--- src/rtl/matmul_seq.sv ---
// ---------------------------------------------------------------------------
// matmul_seq -- sequencer for the matrix-multiply datapath.
//
// Computes C = A x B for square DIM x DIM matrices of 8-bit signed elements.
// Operands come from external RAMs with one cycle of read latency. Each dot
// product is accumulated in a 16-bit saturating accumulator, and the result
// is written to an external result RAM. Addresses are row-major
// (addr = row*DIM + col).
//
// Ports:
//   clk, rst_n        clock (rising edge), asynchronous active-low reset
//   start, abort      job start (sampled in IDLE), synchronous job cancel
//   busy, done, sat   status: not idle, one-cycle completion pulse,
//                     sticky saturation flag for the current job
//   rd_en, a_addr,    read strobe and addresses for the A and B RAMs
//   b_addr
//   a_data, b_data    signed operands, valid the cycle after rd_en
//   c_wr_en, c_addr,  result RAM write strobe, address and data
//   c_data
// ---------------------------------------------------------------------------
module matmul_seq #(
    parameter int DIM    = 4,
    parameter int ADDR_W = $clog2(DIM * DIM)
) (
    input  logic                     clk,
    input  logic                     rst_n,
    input  logic                     start,
    input  logic                     abort,
    output logic                     busy,
    output logic                     done,
    output logic                     sat,
    output logic                     rd_en,
    output logic [ADDR_W-1:0]        a_addr,
    output logic [ADDR_W-1:0]        b_addr,
    input  logic signed [7:0]        a_data,
    input  logic signed [7:0]        b_data,
    output logic                     c_wr_en,
    output logic [ADDR_W-1:0]        c_addr,
    output logic signed [15:0]       c_data
);

    localparam int DATA_W = 8;
    localparam int ACC_W  = 16;
    localparam int CNT_W  = $clog2(DIM);
    localparam logic [CNT_W-1:0] LAST_IDX = CNT_W'(DIM - 1);

    typedef enum logic [2:0] {
        S_IDLE,
        S_LOAD,
        S_LAST,
        S_WRITE,
        S_DONE
    } state_t;

    state_t                    state_q, state_d;
    logic [CNT_W-1:0]          i_q, i_d;
    logic [CNT_W-1:0]          j_q, j_d;
    logic [CNT_W-1:0]          k_q, k_d;
    logic signed [ACC_W-1:0]   acc_q, acc_d;
    logic                      sat_q, sat_d;
    logic                      rd_vld_q, rd_vld_d;

    logic signed [ACC_W-1:0]   a_ext, b_ext, prod;
    logic signed [ACC_W:0]     sum;

    // Sum overflowed the 16-bit range when the two top bits disagree.
    function automatic logic ovf17(input logic signed [ACC_W:0] s);
        return s[ACC_W] != s[ACC_W-1];
    endfunction

    function automatic logic signed [ACC_W-1:0] sat16(input logic signed [ACC_W:0] s);
        if (!ovf17(s))
            return s[ACC_W-1:0];
        else if (s[ACC_W])
            return {1'b1, {(ACC_W-1){1'b0}}};
        else
            return {1'b0, {(ACC_W-1){1'b1}}};
    endfunction

    function automatic logic [ADDR_W-1:0] addr_of(input logic [CNT_W-1:0] row,
                                                  input logic [CNT_W-1:0] col);
        return ADDR_W'(row) * ADDR_W'(DIM) + ADDR_W'(col);
    endfunction

    // State and datapath registers
    always_ff @(posedge clk or negedge rst_n) begin
        if (!rst_n) begin
            state_q  <= S_IDLE;
            i_q      <= '0;
            j_q      <= '0;
            k_q      <= '0;
            acc_q    <= '0;
            sat_q    <= 1'b0;
            rd_vld_q <= 1'b0;
        end else begin
            state_q  <= state_d;
            i_q      <= i_d;
            j_q      <= j_d;
            k_q      <= k_d;
            acc_q    <= acc_d;
            sat_q    <= sat_d;
            rd_vld_q <= rd_vld_d;
        end
    end

    // Next-state logic
    always_comb begin
        state_d = state_q;
        case (state_q)
            S_IDLE:  if (start && !abort) state_d = S_LOAD;
            S_LOAD:  if (k_q == LAST_IDX) state_d = S_LAST;
            S_LAST:  state_d = S_WRITE;
            S_WRITE: state_d = (j_q < LAST_IDX || i_q < LAST_IDX) ? S_LOAD : S_DONE;
            S_DONE:  state_d = S_IDLE;
            default: state_d = S_IDLE;
        endcase
        if (abort && state_q != S_IDLE)
            state_d = S_IDLE;
    end

    // Counters, accumulator and saturation flag
    always_comb begin
        i_d   = i_q;
        j_d   = j_q;
        k_d   = k_q;
        acc_d = acc_q;
        sat_d = sat_q;

        a_ext = {{(ACC_W-DATA_W){a_data[DATA_W-1]}}, a_data};
        b_ext = {{(ACC_W-DATA_W){b_data[DATA_W-1]}}, b_data};
        // -128 * -128 = 16384 still fits, so the 16-bit product is exact.
        prod  = a_ext * b_ext;
        sum   = {acc_q[ACC_W-1], acc_q} + {prod[ACC_W-1], prod};

        // Operand data is only looked at one cycle after a read was issued.
        if (rd_vld_q) begin
            acc_d = sat16(sum);
            if (ovf17(sum))
                sat_d = 1'b1;
        end

        case (state_q)
            S_IDLE: begin
                if (start && !abort) begin
                    i_d   = '0;
                    j_d   = '0;
                    k_d   = '0;
                    acc_d = '0;
                    sat_d = 1'b0;
                end
            end
            S_LOAD: begin
                k_d = (k_q == LAST_IDX) ? '0 : k_q + 1'b1;
            end
            S_WRITE: begin
                acc_d = '0;
                if (j_q < LAST_IDX) begin
                    j_d = j_q + 1'b1;
                end else if (i_q < LAST_IDX) begin
                    j_d = '0;
                    i_d = i_q + 1'b1;
                end
            end
            default: ;
        endcase

        // Abort discards the partial element; sat is kept for the host.
        if (abort && state_q != S_IDLE) begin
            i_d   = '0;
            j_d   = '0;
            k_d   = '0;
            acc_d = '0;
        end

        rd_vld_d = (state_q == S_LOAD) && !abort;
    end

    // Outputs
    always_comb begin
        busy    = (state_q != S_IDLE);
        done    = (state_q == S_DONE);
        rd_en   = (state_q == S_LOAD);
        c_wr_en = (state_q == S_WRITE);
        sat     = sat_q;
        a_addr  = addr_of(i_q, k_q);
        b_addr  = addr_of(k_q, j_q);
        c_addr  = addr_of(i_q, j_q);
        c_data  = acc_q;
    end

endmodule

--- config.mk ---
export PLATFORM = sky130hd
export DESIGN_NAME = matmul_seq
export DESIGN_NICKNAME = d
export VERILOG_FILES = /design/src/rtl/matmul_seq.sv
export SDC_FILE = /design/constraint.sdc
export NUM_CORES = 1
export LEC_CHECK = 0
export CAP_MARGIN = 15
export CORE_MARGIN = 4
export CORE_UTILIZATION = 40
export CTS_CLUSTER_SIZE = 12
export DETAILED_ROUTE_END_ITERATION = 10
export GPL_TIMING_DRIVEN = 0
export SLEW_MARGIN = 20
export SYNTH_ARGS = -nofsm -noshare
export SYNTH_HDL_FRONTEND = slang
export SYNTH_SLANG_ARGS = --single-unit
--- constraint.sdc ---
create_clock -name clk -period 5.1 [get_ports clk]
set_input_delay 0.765 -clock clk [delete_from_list [all_inputs] [get_ports clk]]
set_output_delay 0.765 -clock clk [all_outputs]
set_load 0.02 [all_outputs]
# After elaboration in Yosys (flattened, before gate mapping)

Index checks and enable logic that the tools add are counted.

$mul: 1
Add/sub/neg operators: 7
Multiplexer cells: 27
Reduce and logical (&&, ||, !) cells: 13
Eq/ne operators: 11
$lt $le $gt $ge: 2

Operators with widths:

| cell                                                                  | number |
|---|---|
| 16-bit two-way mux                                                    | 5 |
| 16-bit one-hot mux with 2 select lines                                | 1 |
| 2-bit two-way mux                                                     | 9 |
| 16-bit by 16-bit adder with 17-bit output                             | 1 |
| 8-bit by 8-bit multiplier with 16-bit output                          | 1 |
| 4-bit by 2-bit adder with 4-bit output                                | 3 |
| 3-bit two-way mux                                                     | 4 |
| 2-bit one-hot mux with 2 select lines                                 | 3 |
| 3-bit one-hot mux with 4 select lines                                 | 1 |
| 3-bit nonzero test                                                    | 3 |
| 2-bit by 1-bit adder with 2-bit output, second input constant         | 3 |
| 3-bit by 2-bit equality test with 1-bit output, second input constant | 2 |
| 3-bit by 1-bit != test with 1-bit output, second input constant       | 2 |
| 3-bit != test, second input constant                                  | 2 |
| 2-bit less-than comparator, second input constant                     | 2 |
| 1-bit two-way mux                                                     | 4 |
| 4-bit by 1-bit != test with 1-bit output, second input constant       | 1 |
| 2-bit AND reduction                                                   | 2 |
| 4-bit AND reduction                                                   | 1 |
| 3-bit by 1-bit equality test with 1-bit output, second input constant | 1 |
| 3-bit equality test, second input constant                            | 1 |
| 1-bit logical AND                                                     | 3 |
| 3-bit zero test                                                       | 1 |
| 3-bit AND reduction                                                   | 1 |
| 4 further kinds                                                       | 4 |

Logic and storage cells: 68
Output and inout bits: 33
Flip-flop bits (word level): 27
Input bits: 20

# Logic depth before layout (Yosys ltp)

Depth after elaboration: 8
Depth in mapped cells: 21
Mapped depth without buffers: 19

# Least setup slack after synthesis

Ideal clock, no wire load.

Path type: input -> register
From: input port a_data[7]
To: register acc_q[11] (netlist: c_data[11])
Library setup time: 0.087 ns
Required time: 5.013 ns
Arrival: 5.476 ns
Buffers on the path: 1
Stages: 17
Path slack: -0.462 ns
Path through: and2_1 -> inv_1 -> fa_1 -> inv_1 -> fa_1 -> fa_1 -> fa_1 -> fa_1 -> ha_1 -> o21a_1 -> o31a_1 -> o22ai_2 -> o21ai_2 -> xnor2_1 -> buf_6 -> maj3_2 -> a211oi_2

Longest elaborated chain between the ends: 8
Elaborated cells on any way between the ends: 9
Classes of those cells: add/sub: 1; mul: 1; eq/ne: 1; mux: 6

RTL lines:

| item                                                | line   | source |
|---|---|---|
| start: declaration                                  | 35     | `input logic signed [7:0] a_data,` |
| 8-bit by 8-bit multiplier with 16-bit output *      | 132    | `prod = a_ext * b_ext;` |
| 16-bit by 16-bit adder with 17-bit output *         | 133    | `sum = {acc_q[ACC_W-1], acc_q} + {prod[ACC_W-1], prod};` |
| 16-bit two-way mux or 1-bit != test (tied branches) | 74, 68 |  |
| 16-bit two-way mux *                                | 72     | `if (!ovf17(s))` |
| 16-bit two-way mux *                                | 136    | `if (rd_vld_q) begin` |
| 16-bit two-way mux                                  | 144    | `if (start && !abort) begin` |
| 16-bit one-hot mux with 2 select lines *            | 142    | `case (state_q)` |
| 16-bit two-way mux *                                | 168    | `if (abort && state_q != S_IDLE) begin` |
| named net acc_d[11]                                 | 59     | `logic signed [ACC_W-1:0] acc_q, acc_d;` |
| end signal: assignment                              | 92     | `acc_q <= '0;` |
| end signal: assignment                              | 100    | `acc_q <= acc_d;` |
| end: declaration                                    | 59     |  |

Mark *: on every way through the listed nets, which the timed path passes. The rest lies on a longest branch.
A chain may end at the register's enable or synchronous reset.

# Worst setup path after layout

From: input port b_data[6]
To: register acc_q[0] (netlist: c_data[0])

Longest elaborated chain between the ends: 8
Elaborated cells on any way between the ends: 9
Classes of those cells: add/sub: 1; mul: 1; eq/ne: 1; mux: 6

RTL lines:

| item                                                | line   | source |
|---|---|---|
| start: declaration                                  | 36     | `input logic signed [7:0] b_data,` |
| 8-bit by 8-bit multiplier with 16-bit output *      | 132    |  |
| 16-bit by 16-bit adder with 17-bit output *         | 133    |  |
| 16-bit two-way mux or 1-bit != test (tied branches) | 74, 68 |  |
| 16-bit two-way mux *                                | 72     |  |
| 16-bit two-way mux *                                | 136    |  |
| 16-bit two-way mux                                  | 144    |  |
| 16-bit one-hot mux with 2 select lines *            | 142    |  |
| 16-bit two-way mux *                                | 168    |  |
| named net acc_d[0]                                  | 59     |  |

Marks and branches as above.

==> metrics list <==
- Worst reg-to-reg setup slack: 0.18 ns
- Number of distinct library cells after synthesis: 59
- Critical path peak fanout: 8
- In this run the number of H-tree levels came out at 1.
- The largest individual stage delay along the critical path comes from the cell sky130_fd_sc_hd__fa_1.
- Wire length reported by the detailed router: 10100 microns
- After synthesis, the share of flip-flops with an asynchronous set or reset is 100%.
- Worst setup EP type: flip-flop
- Total die area: 13400 sq um
* Max stage delay on crit path: 0.56 ns
* Maximum number of pins on one net before global-route repair: 28
- In this run the tool buffered the top-level ports with 50 buffer cells.
- After layout, the worst setup slack is -0.0183 ns.
- Chip Width: 116 microns
* Drt initial violations: 116
- Synth warn: 0
- Max Transition Viols Final: 0
- The synthesized netlist occupies a cell area of 4630 sq um.
- After detailed routing, the number of vias per cell comes to 4.90.
- Overall global routing resource usage: 16.2%
* Via total after detailed routing: 3395
* Inserted Diodes: 0
* Y dimension of the die: 116 microns
- CTS root buf: sky130_fd_sc_hd__clkbuf_16
- Clock-pin slew was measured on the worst setup and hold paths at 0.07 ns.
* # DRC: 0
* CTS tree: done
- Grouping stages by cell kind, the critical path spends the most delay in adder cells.
- Critical path data required time: 5.28 ns
- In this run, synthesis inferred 0 flip-flops with an integrated enable.
* Sink Count: 27
- # fillers: 1046
* NumNets Final: 689
- RSZ-0062 raised after global routing: yes
- Final hold analysis gives a worst-case slack of 0.521 ns.
- Reg-to-reg endpoint: c_data[0]$_DFF_PN0_
- The initial utilization of the core area, before any placement, comes to 40.8%.
- Data arrives at the worst endpoint at 5.30 ns.
* Period Utilization, post-route: 100%
- The run finished, with violations left.
- The finished layout holds 693 standard cells, fillers aside.
- The first global-routing pass estimated 17500 microns of wire.
* Number of buffers on the longest clock path: 2
- The number of antenna violations at the first check in global routing came to 0.
- The worst path in the final design needs a cycle of 5.12 ns, including I/O delays and setup.
- Core region area: 11400 sq um
* Post-synthesis net count: 612
- Crit path top cell by count: sky130_fd_sc_hd__fa_1
- The worst hold path belongs to the class in2async.
* Mean cell area of the mapped netlist: 9.77 sq um
- The congestion estimate from routability-driven global placement came to 0.836.
- P&R area growth vs syn: 27.8%
* Instance count after placement with tap cells included: 667
- Critical Path Source Type: input port
- Detailed placement finished with a half-perimeter wire length of 8290 microns.
- The number of global-route vias before repair came to 3600.
* Number of CTS-inserted buffers: 3
- In this run the critical register-to-register path is launched from c_data[6]$_DFF_PN0_.
* TNS Setup: -0.0325 ns
* Max capacitance violation total: 0
- Peak clock frequency supported by timing: 195 MHz
* Total congestion overflow: 0
* Final hold violation count: 0
- Primary flip-flop cell chosen by synthesis mapping: sky130_fd_sc_hd__dfrtp_1
* Worst r2r path cells: 18
- Setup violations remaining at the end of the flow were counted as 4.
- 53 I/O pins were placed.
- Antenna Violating Nets Remaining: 0
- Violations in the final reports: negative setup slack
* Critical path start-end classification: in2reg
* CP bufs+invs: 3
- After detailed routing, the average wire length per cell comes to 14.6 microns.
- Sequential cells were found to cover 14.6% of the synthesized design area.
- For the final database, setup skew stands at 0.00565 ns.
- Drt pass-1 iters: 4
* Slew headroom: 55.6%
- Synthesis produced 474 cells.
- Worst Max-Slew Pin Slew: 0.665 ns
* Synthesized flop and latch total: 27
- Fraction of layout instances using a drive strength above 1: 23.8%
- Cells traversed along the worst timing path: clkbuf_4, nand2_2, fa_1, fa_1, inv_2, fa_1, fa_1, fa_1, ha_4, o21a_1, o31a_1, o22ai_4, o21ai_2, xnor2_2, buf_6, maj3_2, a211oi_2
- At the later pin of the worst-skew pair, clock insertion delay measures 0.26 ns.
* Row count: 39
- Worst setup slack before clock tree synthesis: -1.21 ns
logic make-up (layout without fill, tap and decap cells):
| kind of cell | count (synthesis) | in the layout | share of synthesized area (%) |
|---|---|---|---|
| and+or+nand+nor | 133 | 133 | 14.6 |
| adders and majority gates | 129 | 129 | 46.8 |
| buffers and inverters | 104 | 180 | 9.40 |
| xor gates and xnor gates | 17 | 17 | 3.62 |
| DFF | 27 | 27 | 14.6 |
| muxes | 2 | 2 | 0.459 |
| AOI/OAI and AO/OA | 62 | 62 | 10.6 |
per-layer routing:
metal	up-vias	global-route usage, %	routed length [microns]
li1	1653	-	-
met1	1680	23.0	4720
met2	56	27.7	5050
met3	6	1.83	310
met4	0	1.70	49
met5	-	0	0
synth_stat cells (2+ instances only):
cell / count / share of area (%)
sky130_fd_sc_hd__inv_1: 85 / 6.9
sky130_fd_sc_hd__fa_1: 76 / 33
sky130_fd_sc_hd__nand2_1: 43 / 3.5
sky130_fd_sc_hd__ha_1: 42 / 11
sky130_fd_sc_hd__and2_1: 32 / 4.3
sky130_fd_sc_hd__nor2_1: 32 / 2.6
sky130_fd_sc_hd__dfrtp_1: 27 / 15
sky130_fd_sc_hd__xnor2_1: 10 / 1.9
sky130_fd_sc_hd__a211oi_2: 9 / 2.4
sky130_fd_sc_hd__o21ai_0: 9 / 0.97
sky130_fd_sc_hd__maj3_2: 8 / 1.9
sky130_fd_sc_hd__o21ai_1: 8 / 0.86
sky130_fd_sc_hd__a21oi_1: 7 / 0.76
sky130_fd_sc_hd__clkbuf_1: 7 / 0.57
sky130_fd_sc_hd__buf_4: 6 / 0.97
sky130_fd_sc_hd__xor2_1: 6 / 1.1
sky130_fd_sc_hd__nor2b_1: 5 / 0.68
sky130_fd_sc_hd__a21o_1: 4 / 0.65
sky130_fd_sc_hd__buf_2: 3 / 0.32
sky130_fd_sc_hd__maj3_1: 3 / 0.65
sky130_fd_sc_hd__nand3_1: 3 / 0.32
sky130_fd_sc_hd__nor4b_1: 3 / 0.57
sky130_fd_sc_hd__or3_1: 3 / 0.41
sky130_fd_sc_hd__a21oi_2: 2 / 0.38
sky130_fd_sc_hd__nand2b_1: 2 / 0.27
sky130_fd_sc_hd__nor3_1: 2 / 0.22
sky130_fd_sc_hd__nor3b_1: 2 / 0.32
sky130_fd_sc_hd__o21bai_1: 2 / 0.32
sky130_fd_sc_hd__o22ai_1: 2 / 0.27
sky130_fd_sc_hd__o31ai_1: 2 / 0.32
cell type report:
cell class              count  area (sq um)  area share, %
clock buffers               3          75.1           1.27
flip-flops and latches     27           676           11.4
multi-input cells         343          3830           64.6
inverters                  86           330           5.58
clock inverters             1          5.00         0.0845
well taps                 143           179           3.02
repair buffers             72           698           11.8
plain buffers              18           131           2.22
per-stage QoR:
| step | area [sq um] | utilization [%] |
|---|---|---|
| finish | 5920 | 52.1 |
| CTS | 5650 | 49.7 |
| global route | 5920 | 52.1 |
| detailed placement | 5390 | 47.4 |
| floorplan | 4710 | - |
| global placement | 5390 | 47.4 |
how the worst max path moves through the flow:
stage                   start                   end  slack (ns)  cells past startpoint
CTS                 a_data[0]  c_data[14]$_DFF_PN0_       -0.08                     17
global route        b_data[0]  c_data[13]$_DFF_PN0_       -0.16                     18
global placement    b_data[0]         sat$_DFF_PN0_       -1.17                     18
detailed placement  b_data[0]  c_data[13]$_DFF_PN0_       -1.21                     18
floorplan           b_data[0]   c_data[1]$_DFF_PN0_       -0.02                     17
finish              b_data[6]   c_data[0]$_DFF_PN0_       -0.02                     17
cells in the final DEF, fill, tap and decap left out, types with 3 or more instances in the layout:
cell,netlist,layout
sky130_fd_sc_hd__a21oi_1,7,5
sky130_fd_sc_hd__o21ai_1,8,7
sky130_fd_sc_hd__a21o_1,4,4
sky130_fd_sc_hd__ha_4,0,14
sky130_fd_sc_hd__clkdlybuf4s50_1,0,34
sky130_fd_sc_hd__fa_1,76,70
sky130_fd_sc_hd__xnor2_1,10,9
sky130_fd_sc_hd__o21ai_2,1,3
sky130_fd_sc_hd__nor2b_1,5,4
sky130_fd_sc_hd__or3_1,3,3
sky130_fd_sc_hd__buf_4,6,29
sky130_fd_sc_hd__and2_1,32,29
sky130_fd_sc_hd__buf_6,1,12
sky130_fd_sc_hd__ha_1,42,27
sky130_fd_sc_hd__a211oi_2,9,8
sky130_fd_sc_hd__nand2_2,0,5
sky130_fd_sc_hd__maj3_2,8,10
sky130_fd_sc_hd__fa_2,0,6
sky130_fd_sc_hd__o21ai_0,9,7
sky130_fd_sc_hd__clkbuf_1,7,6
sky130_fd_sc_hd__nor4b_2,1,3
sky130_fd_sc_hd__inv_1,85,83
sky130_fd_sc_hd__and2_4,1,4
sky130_fd_sc_hd__buf_12,0,3
sky130_fd_sc_hd__xor2_1,6,6
sky130_fd_sc_hd__a21oi_2,2,3
sky130_fd_sc_hd__nand3_1,3,3
sky130_fd_sc_hd__dfrtp_1,27,27
sky130_fd_sc_hd__nand2_1,43,38
sky130_fd_sc_hd__clkbuf_16,0,3
sky130_fd_sc_hd__nor2_1,32,31
registers in the layout (all words and copies together) (netlist names):
| signal | flops |
|---|---|
| j_q | 2 |
| i_q | 2 |
| c_data | 16 |
| sat | 1 |
| rd_vld_q | 1 |
| state_q | 3 |
| k_q | 2 |
worst register-to-register path: stages, from the launching register on:
cell and delay [ns]:
sky130_fd_sc_hd__dfrtp_1 0.41, sky130_fd_sc_hd__inv_1 0.09, sky130_fd_sc_hd__fa_1 0.53, sky130_fd_sc_hd__inv_1 0.05, sky130_fd_sc_hd__fa_1 0.49, sky130_fd_sc_hd__inv_1 0.05
sky130_fd_sc_hd__fa_1 0.49, sky130_fd_sc_hd__inv_1 0.07, sky130_fd_sc_hd__fa_2 0.38, sky130_fd_sc_hd__fa_1 0.57, sky130_fd_sc_hd__ha_4 0.23, sky130_fd_sc_hd__o21a_1 0.18
sky130_fd_sc_hd__o31a_1 0.14, sky130_fd_sc_hd__o22ai_4 0.20, sky130_fd_sc_hd__o21ai_2 0.10, sky130_fd_sc_hd__xnor2_2 0.18, sky130_fd_sc_hd__buf_6 0.16, sky130_fd_sc_hd__maj3_2 0.30
sky130_fd_sc_hd__a211oi_2 0.21
timing repair:
item                                    in CTS  in global routing
hold buffers                                 0                  0
setup buffers                               12                  9
resized for setup                          116                 47
endpoints found under the setup margin      17                 17
pin swaps                                   32                 27
cloned                                       1                  0
Power is left out: the tool's default activity adds up to more than one toggle a clock period on the data nets, which glitch-free logic cannot reach.
